File: config.mk
export PLATFORM = sky130hd
export DESIGN_NAME = relay_sequencer_flat
export DESIGN_NICKNAME = d
export VERILOG_FILES = /design/src/rtl/relay_sequencer_if.sv /design/src/rtl/relay_sequencer.sv /design/src/flat_wrapper.sv
export SDC_FILE = /design/constraint.sdc
export NUM_CORES = 1
export LEC_CHECK = 0
export BUFFER_PORTS_ARGS = -buffer_cell sky130_fd_sc_hd__buf_2
export CAP_MARGIN = 20
export CORE_ASPECT_RATIO = 0.9
export CORE_UTILIZATION = 57
export CTS_BUF_LIST = sky130_fd_sc_hd__clkbuf_8
export CTS_CLUSTER_SIZE = 28
export DETAILED_ROUTE_END_ITERATION = 8
export MAX_ROUTING_LAYER = met4
export PLACE_DENSITY_LB_ADDON = 0.08
export SLEW_MARGIN = 10
export SYNTH_ARGS = -nofsm -noshare
export SYNTH_HDL_FRONTEND = slang
export SYNTH_SLANG_ARGS = --single-unit
File: constraint.sdc
create_clock -name clk -period 6.7 [get_ports clk]
set_input_delay 1.34 -clock clk [delete_from_list [all_inputs] [get_ports clk]]
set_output_delay 1.34 -clock clk [all_outputs]
set_load 0.01 [all_outputs]
File: src/rtl/relay_sequencer_if.sv
// Signal bundle between the tap-relay register (master) and the relay sequencer (slave).
interface relay_sequencer_if #(
   parameter int WIDTH = 8
);
   // req is a level held by the master and may change at any time; there is no
   // valid/ready handshake. ready is a status level, high once rel_on == req is settled.
   logic [WIDTH-1:0] req;
   logic [WIDTH-1:0] rel_on;
   logic             ready;
   logic             busy;
   logic             all_off_n;

   modport master (output req, input rel_on, ready, busy, all_off_n);
   modport slave  (input req, output rel_on, ready, busy, all_off_n);
endinterface

File: src/rtl/relay_sequencer.sv
// Applies a requested relay pattern break-before-make: drop relays, wait, then
// energise one relay per stagger gap, settle, and flag ready.
module relay_sequencer #(
   parameter int WIDTH          = 8,
   parameter int BREAK_CYCLES   = 16,
   parameter int STAGGER_CYCLES = 8,
   parameter int SETTLE_CYCLES  = 32,
   parameter int CNT_W          = 16
) (
   input  logic              clk,
   input  logic              reset,
   relay_sequencer_if.slave  bus,
   output logic [2:0]        state_dbg_o
);

   typedef enum logic [2:0] {
      S_IDLE    = 3'd0,
      S_BREAK   = 3'd1,
      S_MAKE    = 3'd2,
      S_STAGGER = 3'd3,
      S_SETTLE  = 3'd4
   } state_t;

   localparam logic [WIDTH-1:0] REL_ONE = WIDTH'(1);
   localparam logic [CNT_W-1:0] CNT_ONE = CNT_W'(1);

   state_t           state_q, state_d;
   logic [WIDTH-1:0] s1_q, s1_d, s2_q, s2_d, s3_q, s3_d;
   logic [WIDTH-1:0] rel_q, rel_d;
   logic [WIDTH-1:0] target_q, target_d;
   logic [CNT_W-1:0] cnt_q, cnt_d;
   logic             ready_q, ready_d;
   logic             all_off_n_q, all_off_n_d;
   logic [WIDTH-1:0] off_mask, pending, lowest;

   always_comb begin
      s1_d        = bus.req;
      s2_d        = s1_q;
      s3_d        = s2_q;
      state_d     = state_q;
      rel_d       = rel_q;
      target_d    = target_q;
      cnt_d       = cnt_q;
      ready_d     = ready_q;
      off_mask    = rel_q & ~s2_q;
      pending     = target_q & ~rel_q;
      // Two's-complement trick isolates the lowest set pending bit.
      lowest      = pending & (~pending + REL_ONE);
      case (state_q)
         S_IDLE: begin
            if (s2_q == s3_q && s2_q != rel_q) begin
               target_d = s2_q;
               ready_d  = 1'b0;
               if (|off_mask) begin
                  rel_d   = rel_q & s2_q;
                  cnt_d   = CNT_W'(BREAK_CYCLES - 1);
                  state_d = S_BREAK;
               end else begin
                  state_d = S_MAKE;
               end
            end
         end
         S_BREAK, S_STAGGER: begin
            if (cnt_q == '0) state_d = S_MAKE;
            else             cnt_d   = cnt_q - CNT_ONE;
         end
         S_MAKE: begin
            if (|pending) begin
               rel_d   = rel_q | lowest;
               cnt_d   = CNT_W'(STAGGER_CYCLES - 1);
               state_d = S_STAGGER;
            end else begin
               cnt_d   = CNT_W'(SETTLE_CYCLES - 1);
               state_d = S_SETTLE;
            end
         end
         S_SETTLE: begin
            if (cnt_q == '0) begin
               state_d = S_IDLE;
               ready_d = 1'b1;
            end else begin
               cnt_d = cnt_q - CNT_ONE;
            end
         end
         default: state_d = S_IDLE;
      endcase
      all_off_n_d = ~|rel_d;
   end

   always_ff @(posedge clk) begin
      if (!reset) begin
         state_q     <= S_IDLE;
         s1_q        <= '0;
         s2_q        <= '0;
         s3_q        <= '0;
         rel_q       <= '0;
         target_q    <= '0;
         cnt_q       <= '0;
         ready_q     <= 1'b1;
         all_off_n_q <= 1'b1;
      end else begin
         state_q     <= state_d;
         s1_q        <= s1_d;
         s2_q        <= s2_d;
         s3_q        <= s3_d;
         rel_q       <= rel_d;
         target_q    <= target_d;
         cnt_q       <= cnt_d;
         ready_q     <= ready_d;
         all_off_n_q <= all_off_n_d;
      end
   end

   assign bus.rel_on    = rel_q;
   assign bus.ready     = ready_q;
   assign bus.busy      = ~ready_q;
   assign bus.all_off_n = all_off_n_q;
   assign state_dbg_o   = state_q;

endmodule
File: src/flat_wrapper.sv
// flat-port wrapper written by rule: the top's interface ports become plain ports
module relay_sequencer_flat 
#(
   parameter int WIDTH          = 8,
   parameter int BREAK_CYCLES   = 16,
   parameter int STAGGER_CYCLES = 8,
   parameter int SETTLE_CYCLES  = 32,
   parameter int CNT_W          = 16
)
  (clk, reset, state_dbg_o, bus_req, bus_rel_on, bus_ready, bus_busy, bus_all_off_n);
  relay_sequencer_if #(.WIDTH(WIDTH)) bus_i ();
  input  logic clk;
  input  logic reset;
  output logic [2:0] state_dbg_o;
  input wire logic [$bits(bus_i.req)-1:0] bus_req;
  output wire logic [$bits(bus_i.rel_on)-1:0] bus_rel_on;
  output wire logic [$bits(bus_i.ready)-1:0] bus_ready;
  output wire logic [$bits(bus_i.busy)-1:0] bus_busy;
  output wire logic [$bits(bus_i.all_off_n)-1:0] bus_all_off_n;
  assign bus_i.req = bus_req;
  assign bus_rel_on = bus_i.rel_on;
  assign bus_ready = bus_i.ready;
  assign bus_busy = bus_i.busy;
  assign bus_all_off_n = bus_i.all_off_n;
  relay_sequencer #(.WIDTH(WIDTH), .BREAK_CYCLES(BREAK_CYCLES), .STAGGER_CYCLES(STAGGER_CYCLES), .SETTLE_CYCLES(SETTLE_CYCLES), .CNT_W(CNT_W)) u_core (.clk(clk), .reset(reset), .bus(bus_i), .state_dbg_o(state_dbg_o));
endmodule
=== After elaboration in Yosys (flattened, before gate mapping) ===
Cells that the tools add are included.

* Add/sub/neg operators: 2
* $mul: 0
* Div/mod/pow operators: 0
* Order comparisons: 0
* Equal/unequal tests: 11
* Shift operators: 0
* Multiplexer cells: 18
* Bitwise logic cells: 9
* Reductions and logical operators: 15

{| class="wikitable"
|+ Operators by type and width
! cell !! count
|-
| 16-bit two-way mux || 3
|-
| 16-bit one-hot mux with 3 select lines || 1
|-
| 8-bit bitwise AND || 4
|-
| 8-bit two-way mux || 3
|-
| 8-bit inverter || 3
|-
| 8-bit OR reduction || 3
|-
| 16-bit logical NOT || 1
|-
| 8-bit one-hot mux with 2 select lines || 1
|-
| 16-bit by 1-bit subtractor with 16-bit output (second input constant) || 1
|-
| 3-bit two-way mux || 4
|-
| 3-bit one-hot mux with 4 select lines || 1
|-
| 8-bit by 1-bit adder with 8-bit output (second input constant) || 1
|-
| 8-bit equality test || 1
|-
| 2-bit by 1-bit inequality test with 1-bit output (second input constant) || 4
|-
| 8-bit inequality test || 1
|-
| 8-bit OR || 1
|-
| 3-bit by 2-bit equality test with 1-bit output (second input constant) || 2
|-
| 3-bit AND reduction || 2
|-
| 5-bit two-way mux || 1
|-
| 4-bit AND reduction || 1
|-
| 3-bit by 1-bit equality test with 1-bit output (second input constant) || 1
|-
| 3-bit equality test (second input constant) || 1
|-
| 3-bit logical NOT || 1
|-
| 3-bit nonzero test || 1
|-
| 11 further kinds || 12
|}

* Flip-flop bits (word level): 61
* Bits in latches: 0
* Memory bits (writable): 0
* Bits in read-only memories: 0
* Input port bits: 10
* Output and inout bits: 14
* Word-level logic and storage cells: 64
* Memories kept: 0

=== Depth between registers and ports, before layout ===
Gate-level depths: netlist of the first run.

* Depth in word-level cells: 10
* Mapped depth: 11
* Gate-level depth less buffers: 9

=== Worst setup path after synthesis of the first run ===
No wires, ideal clock.

* Kind: flip-flop to flip-flop
* From: reg u_core.s2_q[3]
* To: reg u_core.all_off_n_q, in the netlist u_core.bus.all_off_n
* Library setup time: 0.096 ns
* Data arrival time: 2.177 ns
* Data required time: 6.604 ns
* Setup slack: 4.427 ns
* Stages on the path, launching flop included: 11
* Path buffers: 1
* Period minus slack after synthesis: 2.273 ns
* Cell sequence: dfxtp_1 > inv_1 > ha_1 > nand4_1 > nor2_1 > nor4b_4 > and2_1 > buf_2 > mux2i_1 > nand2_1 > o41ai_2

* Word-level cells in the longest chain between the ends: 8
* Elaborated cells on any way between the ends: 12
* Those cells by class: 2 x eq/ne; 3 x mux; 3 x bitwise; 4 x reduce/logical

{| class="wikitable"
|+ Ends and longest elaborated chain
! element !! RTL line !! text
|-
| start: declaration || relay_sequencer.sv:28 || <nowiki>logic [WIDTH-1:0] s1_q, s1_d, s2_q, s2_d, s3_q, s3_d;</nowiki>
|-
| start signal: assignment || relay_sequencer.sv:94 || <nowiki>s2_q <= '0;</nowiki>
|-
| start signal: assignment || relay_sequencer.sv:104 || <nowiki>s2_q <= s2_d;</nowiki>
|-
| 8-bit inverter || relay_sequencer.sv:45 || <nowiki>off_mask = rel_q & ~s2_q;</nowiki>
|-
| 8-bit bitwise AND || relay_sequencer.sv:45 ||
|-
| 8-bit OR reduction || relay_sequencer.sv:54 || <nowiki>if (|off_mask) begin</nowiki>
|-
| 8-bit two-way mux || relay_sequencer.sv:54 ||
|-
| 8-bit two-way mux * || relay_sequencer.sv:51 || <nowiki>if (s2_q == s3_q && s2_q != rel_q) begin</nowiki>
|-
| 8-bit one-hot mux with 2 select lines * || relay_sequencer.sv:49 || <nowiki>case (state_q)</nowiki>
|-
| 8-bit OR reduction * || relay_sequencer.sv:87 || <nowiki>all_off_n_d = ~|rel_d;</nowiki>
|-
| 1-bit logical NOT * || relay_sequencer.sv:87 ||
|-
| end signal: assignment || relay_sequencer.sv:110 || <nowiki>all_off_n_q <= all_off_n_d;</nowiki>
|-
| end: declaration || relay_sequencer.sv:33 || <nowiki>logic all_off_n_q, all_off_n_d;</nowiki>
|}

Every way passes the cells marked *; elsewhere a longest branch is shown, timed or not.
A chain may end at the register's enable or synchronous reset.

=== Worst setup path in the final report of the first run ===
Same ends and word-level chain as after synthesis.

==> results.tsv, run 1 <==
metric	value	unit
PortBufs	23	
crit path max fanout	15	
Inserted Clock Buffers	9	
Resized Gates After CTS	0	
classification of the worst setup path	reg -> reg	
met2 wire length	2475	microns
Filler Cell Count	390	
Setup Skew	0.006322	ns
global-route congestion overflow total	0	
area occupied by multi-input gates	1514	sq um
Syn. warnings	0	
Starting Density	0.6168	
Least-Margin Pin Slew	0.9446	ns
Final setup viols	0	
hold_buf cts	0	
Critical Path RT	6.95	ns
DIE AREA	5269	sq um
Vias/cell	5.594	
highest-count cells in the layout ignoring fill and taps	dfxtp_1, nor2_1, nand2_1, a21oi_1, buf_2	
Die X	76.41	microns
RD Place Congestion	0.8924	
pwr/cell area	321.5	nW/um^2
CORE AREA	4604	sq um
setup TNS	0	ns
# Post-CTS Setup Buffers	0	
Max Freq	0.3421	GHz
Slew HR	0.3696	
P&R area growth vs syn	11.67	%
WP data arrival	3.17	ns
max layer used	met4	
Peak supply drop	0.2230	mV
final worst-path cycle share	0.4363	
startpoint types	flop	
CTS Buffer Depth	2	
routed len/inst	14.36	microns
post-DP HPWL	4219	microns
EDFF count, synth	0	
Register Area	1221	sq um
Post-Syn Nets	348	
RSZ-0062 raised after global routing	no	
worst reg2reg setup slack	3.78	ns
placed inst area	2992	sq um
GRT Util Overall	0.2623	
Synth cell types	43	
Seq/Total Area, Yosys	0.4300	
fin. max-slew vios	0	
worst-skew pair later-pin latency	0.34	ns
Post-Syn Instances	320	
Fin. Hold Viols	0	
Top Ports	24	
layout cell share with drive strength beyond 1	0.1441	
met1 WL	2839	microns
First DRT Iteration DRCs	170	
HP Class	reg -> reg	
Yosys reg bits	61	
outcome	complete, no violations	
metal3 WL	451	microns
placed cells	394	
htree depth	3	
CTS Sinks	61	
first-pass GRT wire length	9922	microns
final non-filler cell total	409	
drt drc	0	
largest net degree at the start of global routing	32	
Worst-path clk slew	0.07	ns
Die Ht	68.97	microns
most common cell after layout, fill and taps aside	dfxtp_1	
Syn Std Cell Area	2840	sq um
post-route design area	3172	sq um
vias in the first global route	2065	
fin nets	371	
via count	2288	
Final ANT Viol Nets	0	
Static Leak	1.362	nW
nature of the critical path endpoint	flop	
site row count	23	
Root Driver	clkbuf_8	
Avg Cell Area, Syn	8.876	sq um
router iterations before antenna repair	4	
diode count	0	
Tmin final	2.923	ns
final wirelength	5875	microns
maxcap violations	0	
async set-reset flop share out of synthesis	0	
predominant post-synthesis flop cell	dfxtp_1	
CTS tree	done	
initial antenna violation count	0	
[sequential cells by signal (all words and copies together), names as in the netlist]
signal and count:
u_core.cnt_q 16, u_core.bus.rel_on 8, u_core.s1_q 8, u_core.s2_q 8, u_core.s3_q 8, u_core.target_q 8
u_core.state_dbg_o 3, u_core.bus.all_off_n 1, u_core.bus.ready 1
[stage by stage]
| stage | util | hold slack (ns) | power, mW | worst slack (ns) |
|---|---|---|---|---|
| finish | 0.6889 | 0.4328 | 1.020 | 3.777 |
| global route | 0.6889 | 0.4536 | 1.085 | 3.541 |
| CTS | 0.6889 | 0.4369 | 1.022 | 3.807 |
| detailed placement | 0.6497 | 0.4189 | 0.7210 | 3.848 |
| global placement | 0.6481 | 0.4138 | 0.7104 | 3.751 |
| floorplan | - | 0.4119 | 0.6547 | 4.427 |
[metal layers]
metal  vias up  track usage
li1       1154            -
met1      1051       0.3371
met2        71       0.3896
met3        12      0.07632
met4         0       0.1082
met5         -            -
[critical path, stage by stage (launching register included)]
cell and delay [ns]:
dfxtp_1 0.42, inv_1 0.09, ha_1 0.28, nand4_1 0.11, nor2_1 0.09, nor4b_4 0.52, and2_1 0.62, mux2i_1 0.30
nand2_1 0.09, o41ai_2 0.31
[final timing paths]
path                                           startpoint                         endpoint  depth (start not counted)
worst max-delay path            u_core.s2_q[3]$_SDFF_PN0_  u_core.bus.all_off_n$_SDFF_PN1_                          9
worst min-delay path            u_core.s1_q[6]$_SDFF_PN0_        u_core.s2_q[6]$_SDFF_PN0_                          1
worst max register to register  u_core.s2_q[3]$_SDFF_PN0_  u_core.bus.all_off_n$_SDFF_PN1_                          9
worst min register to register  u_core.s1_q[6]$_SDFF_PN0_        u_core.s2_q[6]$_SDFF_PN0_                          1
[cell usage after synthesis (all sizes together), types with 2 or more instances]
library cell	n	share of area
dfxtp	61	0.43
nor2	37	0.049
nand2	34	0.046
a21oi	26	0.046
and2	19	0.042
ha	18	0.079
inv	13	0.017
xnor2	12	0.037
nor4	10	0.031
clkbuf	9	0.012
nor3	9	0.016
nand3	8	0.014
nand4	6	0.013
a211oi	5	0.017
o21ai	5	0.0088
and3	4	0.0088
buf	4	0.0079
nand2b	4	0.0088
nor2b	4	0.0088
or3	4	0.0088
xor2	4	0.012
a21boi	3	0.0079
mux2i	3	0.011
a2111oi	2	0.0062
and4b	2	0.0070
nor4b	2	0.014
o31a	2	0.0062
[power breakdown]
group          internal [mW]  switching, mW  leakage (nW)
registers              0.400         0.0355         0.497
clock network          0.166          0.134        0.0960
logic                  0.109          0.175         0.769
[cell type report]
class                   instances  share of cell area
clock buffers                   9             0.03905
clock inverters                 6             0.01775
inverters                      13             0.01538
multi-input cells             233              0.4773
flip-flops and latches         61              0.3850
well taps                      62             0.02446
repair buffers                 25             0.04103
[kinds of logic (layout without fill, tap and decap cells)]
logic type	Yosys count	count (layout)	share of synthesized area
flip-flops	61	61	0.4300
buffers and inverters	26	53	0.03700
adder cells (fa/ha/maj)	18	18	0.07930
AO/OA/AOI/OAI	51	51	0.1203
AND/OR/NAND/NOR	144	144	0.2696
multiplexers	4	4	0.01454
XOR/XNOR	16	16	0.04934
Note: power is estimated with default switching activity, not from simulation.
==> run 2: changes to the inputs <==
ABC_AREA = 1   (was unset)
CORE_UTILIZATION = 56   (was 57)
clock period = 2.4 ns   (was 6.7 ns; I/O delays follow)
==> results.tsv, run 2 <==
metric	value	unit	change
final worst-path cycle share	0.9307		+0.4944
Root Driver	clkbuf_8		
Avg Cell Area, Syn	7.056	sq um	-20%
Yosys reg bits	61		unchanged
fin nets	546		+47%
First DRT Iteration DRCs	174		+2.4%
Max Freq	0.4477	GHz	+31%
CTS tree	done		
async set-reset flop share out of synthesis	0		unchanged
initial antenna violation count	0		unchanged
final non-filler cell total	593		+45%
max reg flops	16		unchanged
Setup Skew	0.007455	ns	+0.001132 ns
classification of the worst setup path	reg -> reg		
GRT Util Overall	0.2610		-0.001293
worst reg2reg setup slack	0.17	ns	-3.61 ns
start point of the critical path	u_core.s2_q[3]$_SDFF_PN0_		
Die Ht	75.78	microns	+9.9%
routed len/inst	12.61	microns	-12%
fin. max-slew vios	0		unchanged
P&R area growth vs syn	13.11	%	
most used cell, CP	nand2_1		
largest net degree at the start of global routing	27		-16%
Peak supply drop	0.5331	mV	+140%
placed cells	574		+46%
Worst-path clk slew	0.07	ns	about the same
first-pass GRT wire length	12180	microns	+23%
Critical Path, Cell by Cell	inv_2 -> ha_1 -> nand2_1 -> inv_1 -> nand3_1 -> clkinv_1 -> nor2_8 -> nand3_4 -> nand2_1 -> nand3_1 -> nor2_1 -> nand2_1 -> o21bai_2		
highest-delay cell along the critical path	dfxtp_1		
WP data arrival	2.52	ns	-0.65 ns
CTS Buffer Depth	2		unchanged
Tmin final	2.234	ns	-0.6897 ns
global-route congestion overflow total	0		unchanged
commonest cells in the netlist	nand2_1, inv_1, dfxtp_1		
via count	2968		+30%
worst-skew pair later-pin latency	0.35	ns	about the same
setup TNS	0	ns	unchanged
cell with the most instances after synthesis	nand2_1		
Synth top area share	0.3605		-0.06941
Syn Std Cell Area	3387	sq um	+19%
Inserted Clock Buffers	9		unchanged
worst hold path depth	3		+2
crit-path leading delay family	simple AND/OR/NAND/NOR gates		
predominant post-synthesis flop cell	dfxtp_1		
Fin. Hold Viols	0		unchanged
Post-Syn Instances	480		+50%
layout cell share with drive strength beyond 1	0.1912		+0.04711
Final ANT Viol Nets	0		unchanged
nature of the critical path endpoint	flop		
Static Leak	2.041	nW	+50%
crit path to	u_core.bus.all_off_n$_SDFF_PN1_		
post-DP HPWL	5522	microns	+31%
router iterations before antenna repair	9		+5
vias in the first global route	2510		+22%
pwr/cell area	1110	nW/um^2	+250%
htree depth	3		unchanged
Final setup viols	0		unchanged
most common cell after layout, fill and taps aside	nand2_1		
Slew HR	0.5307		+0.1611
Post-Syn Nets	508		+46%
Top Ports	24		unchanged
outcome	finished with violations		
placed inst area	3615	sq um	+21%
reg-to-reg startpoint	u_core.s2_q[3]$_SDFF_PN0_		
final wirelength	7478	microns	+27%
Setup WS post-layout	0.1663	ns	-3.610 ns
Starting Density	0.5882		-0.02863
post-route design area	3831	sq um	+21%
failing checks	DRC		
CTS Sinks	61		unchanged
drt drc	3		+3
site row count	26		+13%
CORE AREA	5758	sq um	+25%
EDFF count, synth	0		unchanged
Die X	83.98	microns	+9.9%
startpoint types	flop		
Vias/cell	5.005		-11%
r2r endpoint	u_core.bus.all_off_n$_SDFF_PN1_		
Seq/Total Area, Yosys	0.3605		-0.06941
Least-Margin Pin Slew	0.7031	ns	-0.2414 ns
Reg2Reg Depth	13		+4
PortBufs	23		unchanged
WP buf/inv	3		+2
area leader, netlist	dfxtp_1		
HP Class	in -> reg		
highest-count cells in the layout ignoring fill and taps	nand2_1, inv_1, dfxtp_1, nor2_1, buf_2		
diode count	0		unchanged
top cells by area, synth	dfxtp_1, nand2_1, inv_1		
DIE AREA	6364	sq um	+21%
RSZ-0062 raised after global routing	no		
hold_buf cts	0		unchanged
Reg with most FFs	u_core.cnt_q		
RD Place Congestion	0.8989		+0.73%
maxcap violations	0		unchanged
crit path max fanout	14		-1
Critical Path RT	2.68	ns	-4.27 ns
Crit path depth	13		+4
Finished Core Util	0.6654		-0.02350
Critical Path Max Stage Delay	0.43	ns	-0.19 ns
Syn. warnings	0		unchanged
Synth cell types	37		-14%
DP Worst Slack	0.1588	ns	-3.690 ns
-- run 2: routing by layer --
layer / wire [microns] / global-route usage
met3: 369 / 0.05525
met1: 3944 / 0.3590
met4: 146 / 0.1149
met5: 0 / -
met2: 3017 / 0.3689
-- run 2: logic make-up (layout without fill, tap and decap cells) --
kind of cell / Yosys count / after routing / synth area share
compound gates: 47 / 47 / 0.08534
flops: 61 / 61 / 0.3605
buf+inv: 103 / 146 / 0.1204
simple gates: 238 / 238 / 0.3336
xor+xnor: 13 / 13 / 0.03362
fa+ha+maj: 18 / 18 / 0.06650
-- run 2: cell type report --
class	instances	area, sq um
Multi-Input combinational cell	316	1758
Sequential cell	61	1221
Tap cell	70	87.58
Clock buffer	9	123.9
Inverter	94	360.3
Clock inverter	7	67.56
Timing Repair Buffer	36	212.7
Fill cell	514	1927
-- run 2: timing repair --
item / CTS / global route
setup buffers: 0 / 3
endpoints found under the setup margin: 0 / 1
resized for setup: 0 / 1
-- run 2: how the worst min path moves through the flow --
stage,slack (ns),startpoint,end
floorplan,0.39,u_core.s1_q[0]$_SDFF_PN0_,u_core.s2_q[0]$_SDFF_PN0_
global placement,0.39,u_core.s1_q[1]$_SDFF_PN0_,u_core.s2_q[1]$_SDFF_PN0_
detailed placement,0.40,u_core.s1_q[2]$_SDFF_PN0_,u_core.s2_q[2]$_SDFF_PN0_
CTS,0.29,bus_req[3],u_core.s1_q[3]$_SDFF_PN0_
global route,0.31,bus_req[6],u_core.s1_q[6]$_SDFF_PN0_
finish,0.31,bus_req[3],u_core.s1_q[3]$_SDFF_PN0_
-- run 2: power by group --
group / switching (mW) / internal [mW] / total [mW]
registers: 0.136 / 1.16 / 1.29
logic: 1.35 / 0.712 / 2.07
clock network: 0.420 / 0.473 / 0.893
total: 1.91 / 2.34 / 4.25
-- run 2: through the flow --
stage                     power, mW  hold slack [ns]
after floorplan               2.956           0.3905
final                         4.253           0.3083
after CTS                     4.237           0.2940
after detailed placement      3.317           0.3954
after global placement        3.292           0.3940
after global routing          4.579           0.3083
-- run 2: tightest hold or removal path, stage by stage --
cell and delay (ns):
buf_2 0.07, nand2_1 0.04, inv_1 0.04
